[src/rtl/enc_16_to_4_seq.sv]
`default_nettype none
// ============================================================================
// Module   : enc_16_to_4_seq
// Brief    : Sequential 16-to-4 encoder. Captures a multi-hot select vector
//            and drains it into a stream of 4-bit indices, one per accepted
//            ready/valid handshake, in fixed priority order. A one-cycle done
//            pulse marks the end of each drain.
// Options  : ENC_MSB_FIRST_EN - when defined, the highest set bit is emitted
//            first (15->0); otherwise the lowest set bit comes first (0->15).
// Revision : 1.0 - initial release
// ============================================================================
module enc_16_to_4_seq (
  input  logic        clk,
  input  logic        clr,
  input  logic        load,
  input  logic [15:0] req_in,
  output logic        in_ready,
  output logic        out_valid,
  input  logic        out_ready,
  output logic [3:0]  enc_out,
  output logic [4:0]  remaining,
  output logic        done
);

  typedef enum logic [0:0] {
    IDLE = 1'b0,
    EMIT = 1'b1
  } state_t;

  state_t      state_q, state_d;
  logic [15:0] mask_q, mask_d;
  logic [3:0]  enc_q, enc_d;
  logic        done_q, done_d;

  logic [15:0] w_mask_cleared;
  logic        w_handshake;

  // Index of the highest-priority set bit; 0 for an empty vector.
  function automatic logic [3:0] pri_idx(input logic [15:0] v);
    logic [3:0] idx;
    idx = 4'd0;
`ifdef ENC_MSB_FIRST_EN
    // Ascending scan: the last hit is the highest set bit.
    for (int i = 0; i < 16; i++) begin
      if (v[i]) idx = 4'(i);
    end
`else
    // Descending scan: the last hit is the lowest set bit.
    for (int i = 15; i >= 0; i--) begin
      if (v[i]) idx = 4'(i);
    end
`endif
    return idx;
  endfunction

  // Population count of the registered mask.
  function automatic logic [4:0] popcnt(input logic [15:0] v);
    logic [4:0] cnt;
    cnt = 5'd0;
    for (int i = 0; i < 16; i++) begin
      cnt = cnt + 5'(v[i]);
    end
    return cnt;
  endfunction

  assign in_ready    = (state_q == IDLE);
  assign out_valid   = (state_q == EMIT);
  assign enc_out     = enc_q;
  assign remaining   = popcnt(mask_q);
  assign done        = done_q;

  assign w_handshake    = out_valid && out_ready;
  // enc_q always names a set bit of mask_q while in EMIT, so this clears it.
  assign w_mask_cleared = mask_q & ~(16'd1 << enc_q);

  // Next-state logic: capture on load in IDLE, clear one bit per handshake in EMIT.
  always_comb begin
    state_d = state_q;
    mask_d  = mask_q;
    enc_d   = enc_q;
    done_d  = 1'b0;
    case (state_q)
      IDLE: begin
        if (load) begin
          if (req_in != 16'd0) begin
            mask_d  = req_in;
            enc_d   = pri_idx(req_in);
            state_d = EMIT;
          end else begin
            // Empty request completes immediately; enc_out keeps its value.
            done_d = 1'b1;
          end
        end
      end
      EMIT: begin
        if (w_handshake) begin
          mask_d = w_mask_cleared;
          if (w_mask_cleared == 16'd0) begin
            // Last index accepted: hold enc_out, return to IDLE and pulse done.
            state_d = IDLE;
            done_d  = 1'b1;
          end else begin
            enc_d = pri_idx(w_mask_cleared);
          end
        end
      end
      default: begin
        state_d = IDLE;
        mask_d  = 16'd0;
      end
    endcase
  end

  // State registers; clr aborts any drain without a done pulse.
  always_ff @(posedge clk or posedge clr) begin
    if (clr) begin
      state_q <= IDLE;
      mask_q  <= 16'd0;
      enc_q   <= 4'd0;
      done_q  <= 1'b0;
    end else begin
      state_q <= state_d;
      mask_q  <= mask_d;
      enc_q   <= enc_d;
      done_q  <= done_d;
    end
  end

endmodule
`default_nettype wire

[config.mk]
export PLATFORM = sky130hd
export DESIGN_NAME = enc_16_to_4_seq
export DESIGN_NICKNAME = d
export VERILOG_FILES = /design/src/rtl/enc_16_to_4_seq.sv
export SDC_FILE = /design/constraint.sdc
export NUM_CORES = 1
export LEC_CHECK = 0
export CAP_MARGIN = 20
export CORE_MARGIN = 5
export CORE_UTILIZATION = 56
export CTS_BUF_LIST = sky130_fd_sc_hd__clkbuf_4
export CTS_CLUSTER_DIAMETER = 50
export CTS_CLUSTER_SIZE = 28
export DETAILED_ROUTE_END_ITERATION = 10
export PLACE_DENSITY = 0.82
export SKIP_CTS_REPAIR_TIMING = 1
export SYNTH_ARGS = -nofsm -noshare
export SYNTH_HDL_FRONTEND = slang
export SYNTH_SLANG_ARGS = --single-unit
[constraint.sdc]
create_clock -name clk -period 5.3 [get_ports clk]
set_input_delay 1.325 -clock clk [delete_from_list [all_inputs] [get_ports clk]]
set_output_delay 1.325 -clock clk [all_outputs]
set_load 0.01 [all_outputs]
---- Yosys cells after proc, flatten, opt, wreduce, memory -nomap -nowiden ----
Index checks and enable logic that the tools add are counted.
operators by class
  add/sub/neg operators ................... 15
  equality and inequality tests ........... 4
  shifts and indexed selects .............. 1
  mux-type cells .......................... 51
  bitwise logic cells ..................... 3
  reductions and logical operators ........ 5
operators with widths
  operator                                                                  number
  4-bit 2-to-1 mux                                                          36
  5-bit by 1-bit adder with 5-bit output                                    11
  16-bit 2-to-1 mux                                                         3
  16-bit case mux with 2 select lines                                       1
  16-bit AND                                                                1
  16-bit logical NOT                                                        1
  16-bit NOT                                                                1
  16-bit nonzero test                                                       1
  1-bit by 4-bit left shift with 16-bit output (first input constant)       1
  1-bit 2-to-1 mux                                                          8
  4-bit case mux with 2 select lines                                        1
  4-bit by 1-bit adder with 5-bit output                                    1
  3-bit by 1-bit adder with 4-bit output                                    1
  2-bit by 1-bit inequality test with 1-bit output (second input constant)  2
  2-bit inequality test (second input constant)                             2
  1-bit case mux with 2 select lines                                        2
  4-bit AND reduction                                                       1
  2-bit by 1-bit adder with 3-bit output                                    1
  3-bit AND reduction                                                       1
  1-bit by 1-bit adder with 2-bit output                                    1
  1-bit logical AND                                                         1
  1-bit NOT                                                                 1
word-level totals
  register bits after elaboration ......... 22
  output and inout port bits .............. 12
  word-level logic and storage cells ...... 83

---- Logic depth before layout (Yosys ltp) ----
Gate-level depths: netlist of run 1.
  depth after elaboration ................. 22
  mapped depth ............................ 11
  depth with buffers taken out ............ 11

---- Worst setup path after synthesis of run 1 ----
Ideal clock, no wire load.
  path type ............................... register to output
  from .................................... register mask_q[0]
  to ...................................... output port remaining[4]
  arrival ................................. 3304 ps
  required time ........................... 3975 ps
  slack ................................... 671 ps
  stages on the path, launching flop included .. 12
  path through ............................ dfrtp_1 > fa_1 > inv_1 > fa_1 > fa_1 > fa_1 > inv_1 > ha_1 > inv_1 > fa_1 > nor2b_1 > o21a_1
between the ends
  longest elaborated chain between the ends .. 15
RTL lines
  element                                                RTL line  source
  start: declaration                                     31        logic [15:0] mask_q, mask_d;
  start signal: assignment                               123       mask_q <= mask_d;
  1-bit by 1-bit adder with 2-bit output                 61        cnt = cnt + 5'(v[i]);
  2-bit by 1-bit adder with 3-bit output                 61
  3-bit by 1-bit adder with 4-bit output                 61
  4-bit by 1-bit adder with 5-bit output                 61
  5-bit by 1-bit adder with 5-bit output (11 in series)  61
  end: declaration                                       21        output logic [4:0] remaining,
No other way between the ends.

---- Worst setup path in the final report of run 1 ----
  from .................................... register mask_q[1]
  to ...................................... output port remaining[4]
Same word-level chain as after synthesis.

==> metrics.cfg, run 1 <==
[logic_synthesis]
synth.most_common_cell=nand2_1
ys_warn_count=0
synth_top_cells_by_count=27 x nand2_1, 25 x inv_1, 22 x dfrtp_1, 16 x a21oi_1, 16 x nor2_1
synth_top_cell_by_area=dfrtp_1
avgSynthCellArea_um2=8.55
ys_dominant_reg_cell=dfrtp_1
asyncSetResetFlopFracSynth_pct=100
netlist.area_leader.share_pct=25.9
distinct_cells_synth=57
synth-seq-area-share_pct=25.9
synth_enable_flop_cells=0
postSynthCellCount=249
synth.ff_latch_count=22
synth.top_cells.by_area=dfrtp_1 26%, fa_1 9.4%, nand2_1 4.8%
post_synth_instance_area_um2=2130
syn_nets=284

[floorplanning]
die-area_um2=5140
pin_count=32
die_height_um=71.7
placementRows=22
placeableCoreArea_um2=3660
start_util_pct=58.2
floorplan.die.width_um=71.7

[critical_path]
worst_setup_slack_for_register_to_register_paths_ps=2440
timing.rr.start=enc_out[0]$_DFFE_PP0P_
critical_path_peak_fanout=5
worst_setup_path_type=reg -> out
crit_path_frequent_cell=fa_1
cp_data_required_time_ps=3970
worstPathCellList=fa_1 > inv_1 > fa_1 > fa_1 > fa_1 > inv_1 > ha_1 > inv_1 > fa_2 > nor2b_1 > o21a_1 > dlymetal6s2s_1
timing.critical_path.slowest_cell_delay_ps=540
r2r-end=enc_out[2]$_DFFE_PP0P_
crit_arrival_ps=3820
critical_path.slowest_cell=fa_1
endpoint_kind=primary output
reg2regPathDepth=6
worst_setup_path_start_kind=flop

[sta]
timing.final.hold_violations=0
maxSlewViolCount=0
finalClockSkew_ps=4.90
max_slew.worst_pin.slew_ps=911
relSlewSlack_pct=39.2
fin_setup_tns_ps=0
rsz0062_at_grt=false
min_period_ps=5140
layout_worst_path_cycle_share_pct=97.0
timing.final.setup_violations=0
fmax_ghz=0.194

[run]
drv.max_cap_violation_count=0

[routing]
drtPass1Iterations=7
routed_wire_length_per_instance_um=17.9
vias=2094
ant_nets=0
first_drt_iteration_drcs=257
drt-total-wl_um=5810
routed_via_density=6.44
drt_drc_violations_left=0

[min_path]
timing.hold.worst_endpoint=mask_q[1]$_DFFE_PP0P_
holdCritPathClass=reg -> reg
timing.hold.worst_path_depth=1
timing.hold.worst.start=mask_q[1]$_DFFE_PP0P_

[cts]
cts_num_sinks=22
cts_inserted_buffers=3
clk_path_buf_depth=2
cts_max_level=1
cts.reportedPaths.clkPinSlew_ps=130
clk-insertion-delay-late_ps=320
ctsRootBufferMaster=clkbuf_4
tritoncts=done

[cells_and_area]
antenna-diode-count=0
final_core_util_pct=68.7
number_of_nets_in_the_final_layout=313
final_cell_area_um2=2520
final_layout_size_suffix_gt1_share_pct=9.39
fillCellCount=307
synthToLayoutAreaGrowth_pct=18.2

[global_route]
grt_antenna_before_repair=0
number_of_global_route_vias_before_repair=1986
grt_start_max_net_pins=27
grt_usage_pct=23.5
grt_first_pass_wirelength_um=9560
globalRoute.totalOverflow=0

[placed_design]
place.port_buffers=31
hpwl_um=4220
globalplace.congestion=0.917
dpl_cell_area_um2=2480

[outcome]
status=completed

cell families (layout without fill, tap and decap cells):
| group | after synthesis | after routing | share of synthesized area, % |
|---|---|---|---|
| and+or+nand+nor | 80 | 80 | 20.7 |
| AOI/OAI and AO/OA | 81 | 81 | 27.2 |
| buffers and inverters | 37 | 65 | 6.93 |
| xor gates and xnor gates | 2 | 2 | 0.823 |
| DFF | 22 | 22 | 25.9 |
| adders and majority gates | 15 | 15 | 12.3 |
| muxes | 12 | 12 | 6.11 |
cell usage in the layout (no fill, tap or decap), types with 5 or more instances in the layout:
| cell | instances |
|---|---|
| nor2_1 | 16 |
| o31ai_1 | 5 |
| a22o_1 | 9 |
| a21o_1 | 10 |
| inv_1 | 24 |
| a21oi_1 | 16 |
| nand2_1 | 27 |
| clkdlybuf4s50_1 | 27 |
| buf_4 | 5 |
| fa_1 | 9 |
| o21ai_0 | 11 |
| ha_1 | 5 |
| nor4_1 | 6 |
| dfrtp_1 | 21 |
routing by layer:
layer  track usage (%)  vias to the layer above  part of all wire [%]
met5                 0                        -                     0
met4              7.93                        0                   1.6
li1                  -                      968                     -
met2              37.6                      117                    46
met3              3.79                        9                   9.8
met1              32.3                     1000                    42
worst max-delay path by stage:
stage	cells after the start	end	from
final	12	remaining[4]	mask_q[1]$_DFFE_PP0P_
after global routing	11	remaining[3]	mask_q[1]$_DFFE_PP0P_
after CTS	12	remaining[4]	mask_q[1]$_DFFE_PP0P_
after detailed placement	12	remaining[4]	mask_q[1]$_DFFE_PP0P_
after global placement	12	remaining[4]	mask_q[1]$_DFFE_PP0P_
after floorplan	11	remaining[4]	mask_q[0]$_DFFE_PP0P_
area by class of cell:
type | instances | area [µm²] | area share [%]
multi-input combinational | 190 | 1430 | 57.0
sequential | 22 | 552 | 21.9
tap | 48 | 60.1 | 2.39
inverter | 25 | 93.8 | 3.73
clock buffer | 3 | 22.5 | 0.895
clock inverter | 1 | 3.75 | 0.149
timing repair buffer | 36 | 350 | 13.9
critical path: cells and delay by family (launching register included):
family	cells	cell delay [ps]
AO/OA/AOI/OAI	1	110
adder cells (fa/ha/maj)	6	2470
buffers and inverters	4	350
flip-flops	1	460
AND/OR/NAND/NOR	1	120
through the flow:
stage / worst slack (ps) / instances / hold WS, ps
final: 158 / 325 / 595
after global routing: 3.54 / 325 / 625
after CTS: -307 / 325 / 614
after detailed placement: 87.5 / 321 / 583
after global placement: 146 / 321 / 571
after floorplan: 671 / 249 / 541
state kept, by name (all words and copies together) (netlist names):
register,flops
enc_out,4
out_valid,1
done,1
mask_q,16
Power of run 1 is not shown: default switching activity piles up to over one toggle a cycle in this logic, so the estimate is an artifact.
==> inputs of run 2 (changes only) <==
Settings changed: CORE_UTILIZATION 56 to 60, PLACE_DENSITY 0.82 to 0.87, SETUP_SLACK_MARGIN set to 0.02.
Clock period 5.3 ns to 6.38 ns, I/O delays scaled along.
==> run 2 against run 1 <==
  * Cell area shrank 1.5%
  * Routed wire length grew 0.31%
  * Clock-buffer cell count is the same
  * Critical endpoint unchanged
  * Via count grew 0.38%
  * First-iteration DRC count grew 26%
  * Largest cell class unchanged
  * Worst setup slack gained 350 ps
  * Global-route usage grew 0.92 points
  * Highest routed layer unchanged
  * Die area shrank 5.7%
  * Clock skew grew 9.7 ps
==> metrics.cfg, run 2 (synthesis gave the netlist of run 1 again) <==
[floorplanning]
placeableCoreArea_um2=3390  ; was 3660 µm²
floorplan.die.width_um=69.6  ; was 71.7 µm
die_height_um=69.6  ; was 71.7 µm
pin_count=32  ; unchanged
die-area_um2=4840  ; was 5140 µm²
start_util_pct=62.8  ; was 58.2%
placementRows=21  ; was 22

[placed_design]
hpwl_um=4280  ; was 4220 µm
globalplace.congestion=0.906  ; was 0.917
place.port_buffers=31  ; unchanged
dpl_cell_area_um2=2450  ; was 2480 µm²
dp_slack_ps=863  ; was 87.5 ps

[cts]
clk-insertion-delay-late_ps=330  ; was 320 ps
cts_max_level=1  ; unchanged
cts.reportedPaths.clkPinSlew_ps=140  ; was 130 ps
cts_num_sinks=22  ; unchanged
cts_inserted_buffers=3  ; unchanged
tritoncts=done  ; unchanged
ctsRootBufferMaster=clkbuf_4  ; unchanged
clk_path_buf_depth=2  ; unchanged

[critical_path]
crit_arrival_ps=4280  ; was 3820 ps
crit_path_frequent_cell=fa_1  ; unchanged
critical_path_peak_fanout=7  ; was 5
timing.rr.start=enc_out[0]$_DFFE_PP0P_  ; unchanged
r2r-end=enc_out[1]$_DFFE_PP0P_  ; was enc_out[2]$_DFFE_PP0P_
worstPathCellList=fa_1 > inv_1 > fa_1 > fa_1 > fa_1 > inv_1 > ha_1 > inv_1 > fa_1 > nor2b_1 > o21a_1 > clkdlybuf4s50_1  ; was fa_1 > inv_1 > fa_1 > fa_1 > fa_1 > inv_1 > ha_1 > inv_1 > fa_2 > nor2b_1 > o21a_1 > dlymetal6s2s_1
timing.critical_path.to=remaining[4]  ; unchanged
worst_setup_path_start_kind=flop  ; unchanged
timing.critical_path.slowest_cell_delay_ps=570  ; was 540 ps
worst_setup_path_type=reg -> out  ; unchanged
critical_path.slowest_cell=fa_1  ; unchanged
cp_data_required_time_ps=4790  ; was 3970 ps
crit_path_start=mask_q[0]$_DFFE_PP0P_  ; was mask_q[1]$_DFFE_PP0P_
worst_setup_slack_for_register_to_register_paths_ps=3580  ; was 2440 ps
endpoint_kind=primary output  ; unchanged
reg2regPathDepth=6  ; unchanged

[cells_and_area]
final_core_util_pct=73.1  ; was 68.7%
largest_register=mask_q  ; unchanged
synthToLayoutAreaGrowth_pct=16.3  ; was 18.2%
most-common-layout-cells=31 x clkdlybuf4s50_1, 27 x nand2_1, 25 x inv_1  ; was 27 x nand2_1, 27 x clkdlybuf4s50_1, 24 x inv_1
number_of_nets_in_the_final_layout=309  ; was 313
area.sequential_um2=551  ; was 552 µm²
largest_register_ffs=16  ; unchanged
final_cell_area_um2=2480  ; was 2520 µm²
antenna-diode-count=0  ; unchanged
most_common_cell_after_layout_fill_and_taps_aside=clkdlybuf4s50_1
final_layout_size_suffix_gt1_share_pct=6.59  ; was 9.39%
fillCellCount=268  ; was 307
multi_input_comb_area_um2=1430  ; about the same

[global_route]
grt_usage_pct=24.4  ; was 23.5%
globalRoute.totalOverflow=0  ; unchanged
grtUsageMet2_pct=39.9  ; was 37.6%
global_route.usage.met1_pct=31.7  ; was 32.3%
number_of_global_route_vias_before_repair=1970  ; was 1986
grt_start_max_net_pins=27  ; unchanged
grt_antenna_before_repair=0  ; unchanged
grt_first_pass_wirelength_um=9480  ; was 9560 µm
grt_util_met3_pct=6.96  ; was 3.79%
grt_busiest_layer=met2  ; unchanged

[min_path]
holdCritPathClass=reg -> reg  ; unchanged
timing.hold.worst.start=mask_q[10]$_DFFE_PP0P_  ; was mask_q[1]$_DFFE_PP0P_

[sta]
fmax_ghz=0.170
relSlewSlack_pct=39.8  ; was 39.2%
layout_setup_ws_ps=509  ; was 158 ps
maxSlewViolCount=0  ; unchanged
fin_setup_tns_ps=0  ; unchanged
finalClockSkew_ps=14.6  ; was 4.90 ps
min_period_ps=5870
layout_worst_path_cycle_share_pct=92.0
timing.final.hold_violations=0  ; unchanged
max_slew.worst_pin.slew_ps=903  ; was 911 ps
timing.final.setup_violations=0  ; unchanged
rsz0062_at_grt=false  ; unchanged

[routing]
ant_nets=0  ; unchanged
drt_drc_violations_left=0  ; unchanged
drt-total-wl_um=5830  ; was 5810 µm
vias=2102  ; was 2094
first_drt_iteration_drcs=323  ; was 257
routed_wire_length_per_instance_um=18.3  ; was 17.9 µm
drtPass1Iterations=5  ; was 7
routed_via_density=6.59  ; was 6.44

[run]
drv.max_cap_violation_count=0  ; unchanged

[outcome]
status=completed  ; unchanged

==> run 2: changes by cell type in the layout (fill, tap and decap cells not counted), sizes merged <==
| cell | previous run | this run |
|---|---|---|
| buf | 5 | 1 |
| clkdlybuf4s50 | 27 | 31 |
| clkbuf | 4 | 3 |
| dlymetal6s2s | 3 | 0 |
==> run 2: layout make-up <==
class                           count  area share (%)
Multi-Input combinational cell    190            57.8
Clock inverter                      1           0.152
Sequential cell                    22            22.2
Clock buffer                        3           0.909
Tap cell                           46            2.32
Timing Repair Buffer               32            12.8
Inverter                           25            3.79
==> run 2: worst min-delay path by stage <==
stage	to	slack (ps)	depth (start not counted)
finish	mask_q[10]$_DFFE_PP0P_	620	1
global route	mask_q[10]$_DFFE_PP0P_	660	1
CTS	mask_q[10]$_DFFE_PP0P_	630	1
detailed placement	mask_q[10]$_DFFE_PP0P_	590	1
global placement	mask_q[3]$_DFFE_PP0P_	580	1
floorplan	mask_q[12]$_DFFE_PP0P_	540	1
==> run 2: routing by layer <==
| layer | share of wire (%) | routed length (µm) |
|---|---|---|
| met3 | 10 | 599 |
| met1 | 40 | 2360 |
| met5 | 0 | 0 |
| met2 | 47 | 2740 |
| met4 | 2.2 | 130 |
==> run 2: critical path: cells and delay by family, from the launching register on <==
family / cells / cell delay, ps
AND/OR/NAND/NOR: 1 / 130
flip-flops: 1 / 480
buffers and inverters: 4 / 700
AO/OA/AOI/OAI: 1 / 110
adder cells (fa/ha/maj): 6 / 2530
==> run 2: stage by stage <==
step / hold WS [ps] / std cells
6_report: 616 / 319
5_1_grt: 658 / 319
4_1_cts: 626 / 319
3_5_place_dp: 592 / 315
3_3_place_gp: 583 / 315
2_1_floorplan: 541 / 249
Power of run 2 is left out for the same reason.
